`src/rtl/serial_rx_pkg.sv`:
```
// Shared state type, parity-mode constants and parity helper for the serial frame receiver.
package serial_rx_pkg;

    typedef enum logic [2:0] {IDLE, START, DATA, PARITY, STOP} rx_state_t;

    localparam int unsigned PAR_NONE = 0;
    localparam int unsigned PAR_EVEN = 1;
    localparam int unsigned PAR_ODD  = 2;

    // Expected parity bit; zero-extending the word does not change its parity.
    function automatic logic parity_bit(input logic [15:0] data, input int unsigned mode);
        return (mode == PAR_ODD) ? ~^data : ^data;
    endfunction

endpackage

```
`src/rtl/serial_rx_buffered_if.sv`:
```
// Read-side ready/valid port of the buffered serial receiver.
interface serial_rx_buffered_if #(
    parameter int unsigned DATA_W     = 7,
    parameter int unsigned FIFO_DEPTH = 4
);
    localparam int unsigned CountW = $clog2(FIFO_DEPTH) + 1;

    logic              rd_valid;
    logic              rd_ready;
    logic [DATA_W-1:0] rd_data;
    logic              rd_parity_err;
    logic [CountW-1:0] fifo_count;

    modport master (
        output rd_valid,
        output rd_data,
        output rd_parity_err,
        output fifo_count,
        input  rd_ready
    );

    modport slave (
        input  rd_valid,
        input  rd_data,
        input  rd_parity_err,
        input  fifo_count,
        output rd_ready
    );
endinterface

```
`src/rtl/rx_sync_fifo.sv`:
```
// Show-ahead synchronous FIFO; a push into a full FIFO succeeds only alongside a pop.
module rx_sync_fifo #(
    parameter int unsigned WIDTH = 8,
    parameter int unsigned DEPTH = 4
) (
    input  logic                     clk,
    input  logic                     rstn,
    input  logic                     wr_en,
    input  logic [WIDTH-1:0]         wr_data,
    input  logic                     rd_en,
    output logic [WIDTH-1:0]         rd_data,
    output logic [$clog2(DEPTH):0]   count,
    output logic                     full,
    output logic                     empty
);
    localparam int unsigned PtrW = $clog2(DEPTH);

    logic [WIDTH-1:0] mem_q [DEPTH];
    logic [PtrW-1:0]  wr_ptr_q, rd_ptr_q;
    logic [PtrW:0]    count_q;
    logic             do_push, do_pop;

    assign empty   = (count_q == '0);
    assign full    = (count_q == (PtrW + 1)'(DEPTH));
    assign do_pop  = rd_en && !empty;
    assign do_push = wr_en && (!full || do_pop);
    assign rd_data = empty ? '0 : mem_q[rd_ptr_q];
    assign count   = count_q;

    always_ff @(posedge clk or negedge rstn) begin
        if (!rstn) begin
            wr_ptr_q <= '0;
            rd_ptr_q <= '0;
            count_q  <= '0;
        end else begin
            if (do_push) wr_ptr_q <= wr_ptr_q + 1'b1;
            if (do_pop)  rd_ptr_q <= rd_ptr_q + 1'b1;
            if (do_push && !do_pop) begin
                count_q <= count_q + 1'b1;
            end else if (do_pop && !do_push) begin
                count_q <= count_q - 1'b1;
            end
        end
    end

    always_ff @(posedge clk) begin
        if (do_push) mem_q[wr_ptr_q] <= wr_data;
    end

endmodule

```
`src/rtl/serial_rx_buffered.sv`:
```
// Serial frame receiver (start 1, data LSB first, optional parity, stop bits of 1)
// feeding a tagged show-ahead receive FIFO.
module serial_rx_buffered
    import serial_rx_pkg::*;
#(
    parameter int unsigned DATA_W       = 7,
    parameter int unsigned PARITY_MODE  = 1,
    parameter int unsigned STOP_BITS    = 1,
    parameter int unsigned CLKS_PER_BIT = 1,
    parameter int unsigned FIFO_DEPTH   = 4
) (
    input  logic                 clk,
    input  logic                 rstn,
    input  logic                 channel_in,
    serial_rx_buffered_if.master rd,
    output logic                 frame_err,
    output logic                 overflow,
    input  logic                 clr_overflow
);
    localparam int unsigned CntW = (CLKS_PER_BIT > 1) ? $clog2(CLKS_PER_BIT) : 1;
    localparam logic [CntW-1:0] HalfLoad =
        CntW'((CLKS_PER_BIT > 1) ? (CLKS_PER_BIT / 2 - 1) : 0);
    localparam logic [CntW-1:0] FullLoad = CntW'(CLKS_PER_BIT - 1);
    localparam logic [4:0] LastData = 5'(DATA_W - 1);
    localparam logic [4:0] LastStop = 5'(STOP_BITS - 1);

    rx_state_t         state_q, state_d;
    logic [CntW-1:0]   cnt_q, cnt_d;
    logic [4:0]        bit_q, bit_d;
    logic [DATA_W-1:0] sr_q, sr_d;
    logic              perr_q, perr_d;
    logic              push_q, push_d;
    logic              frame_err_q, frame_err_d;
    logic              overflow_q, overflow_d;
    logic              tick;

    logic [DATA_W:0]   head;
    logic              fifo_full, fifo_empty, ov_set;

    always_comb begin
        state_d     = state_q;
        cnt_d       = cnt_q;
        bit_d       = bit_q;
        sr_d        = sr_q;
        perr_d      = perr_q;
        push_d      = 1'b0;
        frame_err_d = 1'b0;
        tick        = (cnt_q == '0);

        unique case (state_q)
            IDLE: begin
                if (channel_in) begin
                    bit_d  = '0;
                    perr_d = 1'b0;
                    // With one clock per bit there is no mid-bit point to re-check.
                    if (CLKS_PER_BIT > 1) begin
                        state_d = START;
                        cnt_d   = HalfLoad;
                    end else begin
                        state_d = DATA;
                        cnt_d   = FullLoad;
                    end
                end
            end
            START: begin
                if (tick) begin
                    cnt_d   = FullLoad;
                    state_d = channel_in ? DATA : IDLE;
                end else begin
                    cnt_d = cnt_q - 1'b1;
                end
            end
            DATA: begin
                if (tick) begin
                    cnt_d = FullLoad;
                    for (int i = 0; i < int'(DATA_W) - 1; i++) sr_d[i] = sr_q[i+1];
                    sr_d[DATA_W-1] = channel_in;
                    if (bit_q == LastData) begin
                        bit_d   = '0;
                        state_d = (PARITY_MODE == PAR_NONE) ? STOP : PARITY;
                    end else begin
                        bit_d = bit_q + 1'b1;
                    end
                end else begin
                    cnt_d = cnt_q - 1'b1;
                end
            end
            PARITY: begin
                if (tick) begin
                    cnt_d   = FullLoad;
                    perr_d  = (channel_in != parity_bit(16'(sr_q), PARITY_MODE));
                    state_d = STOP;
                end else begin
                    cnt_d = cnt_q - 1'b1;
                end
            end
            STOP: begin
                if (tick) begin
                    cnt_d = FullLoad;
                    if (!channel_in) begin
                        frame_err_d = 1'b1;
                        state_d     = IDLE;
                    end else if (bit_q == LastStop) begin
                        push_d  = 1'b1;
                        state_d = IDLE;
                    end else begin
                        bit_d = bit_q + 1'b1;
                    end
                end else begin
                    cnt_d = cnt_q - 1'b1;
                end
            end
            default: state_d = IDLE;
        endcase
    end

    always_ff @(posedge clk or negedge rstn) begin
        if (!rstn) begin
            state_q     <= IDLE;
            cnt_q       <= '0;
            bit_q       <= '0;
            sr_q        <= '0;
            perr_q      <= 1'b0;
            push_q      <= 1'b0;
            frame_err_q <= 1'b0;
            overflow_q  <= 1'b0;
        end else begin
            state_q     <= state_d;
            cnt_q       <= cnt_d;
            bit_q       <= bit_d;
            sr_q        <= sr_d;
            perr_q      <= perr_d;
            push_q      <= push_d;
            frame_err_q <= frame_err_d;
            overflow_q  <= overflow_d;
        end
    end

    // A same-cycle pop frees a slot, so only a push with no pop against a full FIFO drops.
    assign ov_set = push_q && fifo_full && !(rd.rd_ready && !fifo_empty);

    always_comb begin
        overflow_d = overflow_q;
        if (ov_set) begin
            overflow_d = 1'b1;
        end else if (clr_overflow) begin
            overflow_d = 1'b0;
        end
    end

    rx_sync_fifo #(
        .WIDTH (DATA_W + 1),
        .DEPTH (FIFO_DEPTH)
    ) u_fifo (
        .clk     (clk),
        .rstn    (rstn),
        .wr_en   (push_q),
        .wr_data ({perr_q, sr_q}),
        .rd_en   (rd.rd_ready),
        .rd_data (head),
        .count   (rd.fifo_count),
        .full    (fifo_full),
        .empty   (fifo_empty)
    );

    assign rd.rd_valid      = !fifo_empty;
    assign rd.rd_data       = head[DATA_W-1:0];
    assign rd.rd_parity_err = head[DATA_W];
    assign frame_err        = frame_err_q;
    assign overflow         = overflow_q;

endmodule

```
`src/flat_wrapper.sv`:
```
// flat-port wrapper written by rule: the top's interface ports become plain ports
module serial_rx_buffered_flat import serial_rx_pkg::*;
#(
    parameter int unsigned DATA_W       = 7,
    parameter int unsigned PARITY_MODE  = 1,
    parameter int unsigned STOP_BITS    = 1,
    parameter int unsigned CLKS_PER_BIT = 1,
    parameter int unsigned FIFO_DEPTH   = 4
)
  (clk, rstn, channel_in, frame_err, overflow, clr_overflow, rd_rd_valid, rd_rd_data, rd_rd_parity_err, rd_fifo_count, rd_rd_ready);
  serial_rx_buffered_if #(.DATA_W(DATA_W), .FIFO_DEPTH(FIFO_DEPTH)) rd_i ();
  input  logic clk;
  input  logic rstn;
  input  logic channel_in;
  output logic frame_err;
  output logic overflow;
  input  logic clr_overflow;
  output wire logic [$bits(rd_i.rd_valid)-1:0] rd_rd_valid;
  output wire logic [$bits(rd_i.rd_data)-1:0] rd_rd_data;
  output wire logic [$bits(rd_i.rd_parity_err)-1:0] rd_rd_parity_err;
  output wire logic [$bits(rd_i.fifo_count)-1:0] rd_fifo_count;
  input wire logic [$bits(rd_i.rd_ready)-1:0] rd_rd_ready;
  assign rd_rd_valid = rd_i.rd_valid;
  assign rd_rd_data = rd_i.rd_data;
  assign rd_rd_parity_err = rd_i.rd_parity_err;
  assign rd_fifo_count = rd_i.fifo_count;
  assign rd_i.rd_ready = rd_rd_ready;
  serial_rx_buffered #(.DATA_W(DATA_W), .PARITY_MODE(PARITY_MODE), .STOP_BITS(STOP_BITS), .CLKS_PER_BIT(CLKS_PER_BIT), .FIFO_DEPTH(FIFO_DEPTH)) u_core (.clk(clk), .rstn(rstn), .channel_in(channel_in), .rd(rd_i), .frame_err(frame_err), .overflow(overflow), .clr_overflow(clr_overflow));
endmodule
```
`config.mk`:
```
export PLATFORM = sky130hd
export DESIGN_NAME = serial_rx_buffered_flat
export DESIGN_NICKNAME = d
export VERILOG_FILES = /design/src/rtl/serial_rx_pkg.sv /design/src/rtl/serial_rx_buffered_if.sv /design/src/rtl/rx_sync_fifo.sv /design/src/rtl/serial_rx_buffered.sv /design/src/flat_wrapper.sv
export SDC_FILE = /design/constraint.sdc
export NUM_CORES = 1
export LEC_CHECK = 0
export ABC_AREA = 1
export CAP_MARGIN = 20
export CORE_MARGIN = 1.5
export CORE_UTILIZATION = 50
export DETAILED_ROUTE_END_ITERATION = 10
export PLACE_DENSITY = 0.73
export SYNTH_ARGS = -nofsm -noshare
export SYNTH_HDL_FRONTEND = slang
export SYNTH_HIERARCHICAL = 1
export SYNTH_SLANG_ARGS = --single-unit
```
`constraint.sdc`:
```
create_clock -name clk -period 2.8 [get_ports clk]
set_clock_uncertainty 0.1 [all_clocks]
set_input_delay 0.56 -clock clk [delete_from_list [all_inputs] [get_ports clk]]
set_output_delay 0.56 -clock clk [all_outputs]
set_load 0.01 [all_outputs]
```
==> flow_summary.yaml <==
die:
  die_width_um: 79.7
  start_util_pct: 52.5
  floorplan.die.height_um: 79.7
  pin_count: 19
  die_area_mm2: 0.00635
  std_cell_rows: 27
  design.core.area_mm2: 0.00561
clocking:
  cts_inserted_buffers: 9
  clock_insertion_delay_worst_skew_ns: 0.33
  ctsHtreeMaxLevel: 3
  tritoncts_clock_tree: "built"
  clock_tree.root_cell: "sky130_fd_sc_hd__clkbuf_8"
  clkTransAtPathRegs_ns: 0.07
  postCtsResizedCells: 0
  cts.sinks: 58
  cts-hold-fix-buffers: 0
  cts_max_path_buffers: 2
  cts_post_setup_buffers_inserted: 0
layout:
  num-fill-cells: 479
  area.growth.synth_to_final_pct: 16.4
  postLayoutCellArea_mm2: 0.00342
  nets_finish: 379
  final_cells: 442
  share_of_final_layout_standard_cells_stronger_than_drive_strength_1_pct: 10.5
  finalCoreUtilization_pct: 61.1
  multi_input_comb_area_mm2: 0.00101
  final-seq-area_mm2: 0.00161
  num_antenna_cells: 0
timing:
  grt_setup_unrepaired: "false"
  setup_violations: 0
  final_max_slew_viols: 0
  period_minus_slack_ns: 2.55
  fmax_mhz: 391
  timing.max_slew.rel_slack_pct: 64.0
  hold_viol: 0
  max_slew.worst_pin.slew_ns: 0.540
  timing.final.crit_share_pct: 91.2
  totalNegativeSetupSlack_ns: 0
setup_path:
  critical_path.top_delay_family: "buffers and inverters"
  crit_path_top_delay_cell: "sky130_fd_sc_hd__clkdlybuf4s50_1"
  timing.critical_path.required_ns: 2.14
  crit_path_max_cell_delay_ns: 0.57
  startpoint: "u_core/u_fifo/rd_ptr_q[0]$_DFFE_PN0P_"
  critical_path_buffers_and_inverters: 2
  timing.critical_path.cells: "buf_4, nand2_1, nand3_1, a21oi_1, clkdlybuf4s50_1"
  crit_path_end_kind: "output port"
  crit_type: "reg -> out"
  worstPathMaxFanout: 18
  start_kind: "register"
  timing.critical_path.arrival_ns: 1.89
  timing.rr.start: "u_core/u_fifo/count[0]$_DFFE_PN0P_"
routing:
  drt_pass1_iterations: 4
  remaining_antenna_violation_count: 0
  drt_iter0_drc: 129
  dr_vias: 2113
  post_drt_via_cell_ratio: 4.78
  post-route-drc-count: 0
  route.final.wire_length_um: 5400
  drt-wirelength-per-cell_um: 12.2
synth:
  synthesis.area_per_instance_um2: 8.78
  ys_ff_latch: 58
  mappedNetlistNets: 349
  ys_types: 28
  syn_inst: 335
  fraction_of_the_yosys_area_taken_by_sequential_cells_pct: 54.8
  synthesis.yosys.warnings: 6
  synth.cell_area_mm2: 0.00294
pwr:
  power-per-cell-area_mw_per_mm2: 1060
  power_leakage_nw: 1.65
  ir_worst_vdd_v: 0.000720
grt:
  grtUsageTotal_pct: 19.7
  grt_max_degree: 27
  grt_pass1_wl_um: 9230
  grt_antenna_before_repair: 0
  grt_remaining_overflow: 0
  first_global_vias: 2032
placement:
  gp_congestion: 0.807
  numPortBuffers: 18
  dp_cells: 426
  place.detailed.hpwl_um: 3630
  detailed_place.area_mm2: 0.00322
hold_path:
  worst_hold_startpoint: "u_core/overflow$_DFFE_PN0P_"
  worst_hold_path_type: "reg -> reg"
run:
  maxCapViolCount: 0
run_status:
  status: "complete, no violations"
==> stage by stage <==
step | hold slack [ns] | setup WS (ns) | power, mW
2_1_floorplan | 0.164 | 0.882 | 2.33
3_3_place_gp | 0.417 | 0.261 | 2.75
3_5_place_dp | 0.422 | 0.183 | 2.81
4_1_cts | 0.438 | 0.226 | 3.64
5_1_grt | 0.471 | 0.182 | 3.90
6_report | 0.432 | 0.245 | 3.61
==> final cells by class <==
cell class / count / share of cell area [%]
repair buffers: 25 / 6.80
inverters: 71 / 7.93
flip-flops and latches: 58 / 47.1
clock buffers: 10 / 3.73
well taps: 72 / 2.63
clock inverters: 6 / 2.37
multi-input cells: 200 / 29.5
==> where the power goes <==
group | leakage [nW] | internal, mW | switching, mW
combinational | 0.917 | 0.620 | 0.875
clock | 0.104 | 0.495 | 0.320
sequential | 0.627 | 1.11 | 0.200
total | 1.65 | 2.22 | 1.39
==> worst min-delay path: stages, from the launching register on <==
cell,delay [ns]
sky130_fd_sc_hd__dfrtp_1,0.38
sky130_fd_sc_hd__inv_1,0.05
sky130_fd_sc_hd__o21ai_0,0.07
==> logic make-up after synthesis <==
kind of cell	share of synthesized area, %
adder cells (fa/ha/maj)	4.08
flip-flops	54.8
XOR/XNOR	1.49
buffers and inverters	10.9
AND/OR/NAND/NOR	24.1
AO/OA/AOI/OAI	4.59
==> registers in the layout, summed over array words and instances (netlist names) <==
register and count:
u_core/u_fifo/count 3, u_core/perr_q 1, u_core/u_fifo/wr_ptr_q 2, u_core/u_fifo/mem_q 32
u_core/frame_err 1, u_core/sr_q 7, u_core/state_q 3, u_core/u_fifo/rd_ptr_q 2
u_core/overflow 1, u_core/push_q 1, u_core/bit_q 5
==> synth_stat cells <==
cell	n	area, µm²
sky130_fd_sc_hd__nand2_1	99	372
sky130_fd_sc_hd__inv_1	65	244
sky130_fd_sc_hd__edfxtp_1	32	961
sky130_fd_sc_hd__nand3_1	30	150
sky130_fd_sc_hd__dfrtp_1	26	651
sky130_fd_sc_hd__nor2_1	17	63.8
sky130_fd_sc_hd__o21ai_0	9	45.0
sky130_fd_sc_hd__a21oi_1	8	40.0
sky130_fd_sc_hd__ha_1	8	100
sky130_fd_sc_hd__o21ai_1	5	25.0
sky130_fd_sc_hd__inv_2	4	15.0
sky130_fd_sc_hd__nand2_2	4	25.0
sky130_fd_sc_hd__buf_4	3	22.5
sky130_fd_sc_hd__nand4_1	3	18.8
sky130_fd_sc_hd__xnor2_1	3	26.3
sky130_fd_sc_hd__a21oi_2	2	17.5
sky130_fd_sc_hd__buf_6	2	22.5
sky130_fd_sc_hd__inv_4	2	12.5
sky130_fd_sc_hd__nor2_4	2	22.5
sky130_fd_sc_hd__nor3_1	2	10.0
sky130_fd_sc_hd__xor2_1	2	17.5
sky130_fd_sc_hd__buf_2	1	5.00
sky130_fd_sc_hd__fa_1	1	20.0
sky130_fd_sc_hd__nand3_2	1	10.0
sky130_fd_sc_hd__nand4_2	1	12.5
sky130_fd_sc_hd__nor2_2	1	6.26
sky130_fd_sc_hd__nor2_8	1	20.0
sky130_fd_sc_hd__o21bai_1	1	7.51
==> placed cells by master, fill, tap and decap left out <==
cell / instances
sky130_fd_sc_hd__nand2_1: 99
sky130_fd_sc_hd__inv_1: 65
sky130_fd_sc_hd__edfxtp_1: 32
sky130_fd_sc_hd__nand3_1: 30
sky130_fd_sc_hd__dfrtp_1: 26
sky130_fd_sc_hd__clkdlybuf4s50_1: 18
sky130_fd_sc_hd__nor2_1: 17
sky130_fd_sc_hd__clkbuf_8: 9
sky130_fd_sc_hd__o21ai_0: 9
sky130_fd_sc_hd__a21oi_1: 8
sky130_fd_sc_hd__ha_1: 8
sky130_fd_sc_hd__buf_4: 7
sky130_fd_sc_hd__o21ai_1: 5
sky130_fd_sc_hd__inv_2: 4
sky130_fd_sc_hd__nand2_2: 4
sky130_fd_sc_hd__nand4_1: 3
sky130_fd_sc_hd__xnor2_1: 3
sky130_fd_sc_hd__clkinv_2: 2
sky130_fd_sc_hd__bufinv_16: 2
sky130_fd_sc_hd__nor2_4: 2
sky130_fd_sc_hd__inv_4: 2
sky130_fd_sc_hd__nor3_1: 2
sky130_fd_sc_hd__xor2_1: 2
sky130_fd_sc_hd__a21oi_2: 2
sky130_fd_sc_hd__clkinvlp_4: 1
sky130_fd_sc_hd__clkinv_1: 1
sky130_fd_sc_hd__clkbuf_1: 1
sky130_fd_sc_hd__nand4_2: 1
sky130_fd_sc_hd__nor2_2: 1
sky130_fd_sc_hd__nor2_8: 1
sky130_fd_sc_hd__o21bai_1: 1
sky130_fd_sc_hd__nand3_2: 1
sky130_fd_sc_hd__fa_1: 1
==> metal layers <==
metal	wire length, µm	GRT usage [%]
met1	2360	23.0
met2	2770	34.3
met3	133	3.77
met4	131	10.0
met5	0	0
==> path summary, 6_finish.rpt <==
check | endpoint | slack [ns] | depth (start not counted)
setup / recovery | rd_rd_data[4] | 0.25 | 5
hold / removal | u_core/overflow$_DFFE_PN0P_ | 0.43 | 2
setup reg to reg | u_core/u_fifo/count[1]$_DFFE_PN0P_ | 0.69 | 9
hold reg to reg | u_core/overflow$_DFFE_PN0P_ | 0.43 | 2
max in group asynchronous | u_core/sr_q[3]$_DFFE_PN0P_ | 1.85 | 2
min in group asynchronous | u_core/bit_q[0]$_DFFE_PN0P_ | 0.50 | 2
No activity file was read; power rests on OpenSTA's default activity.
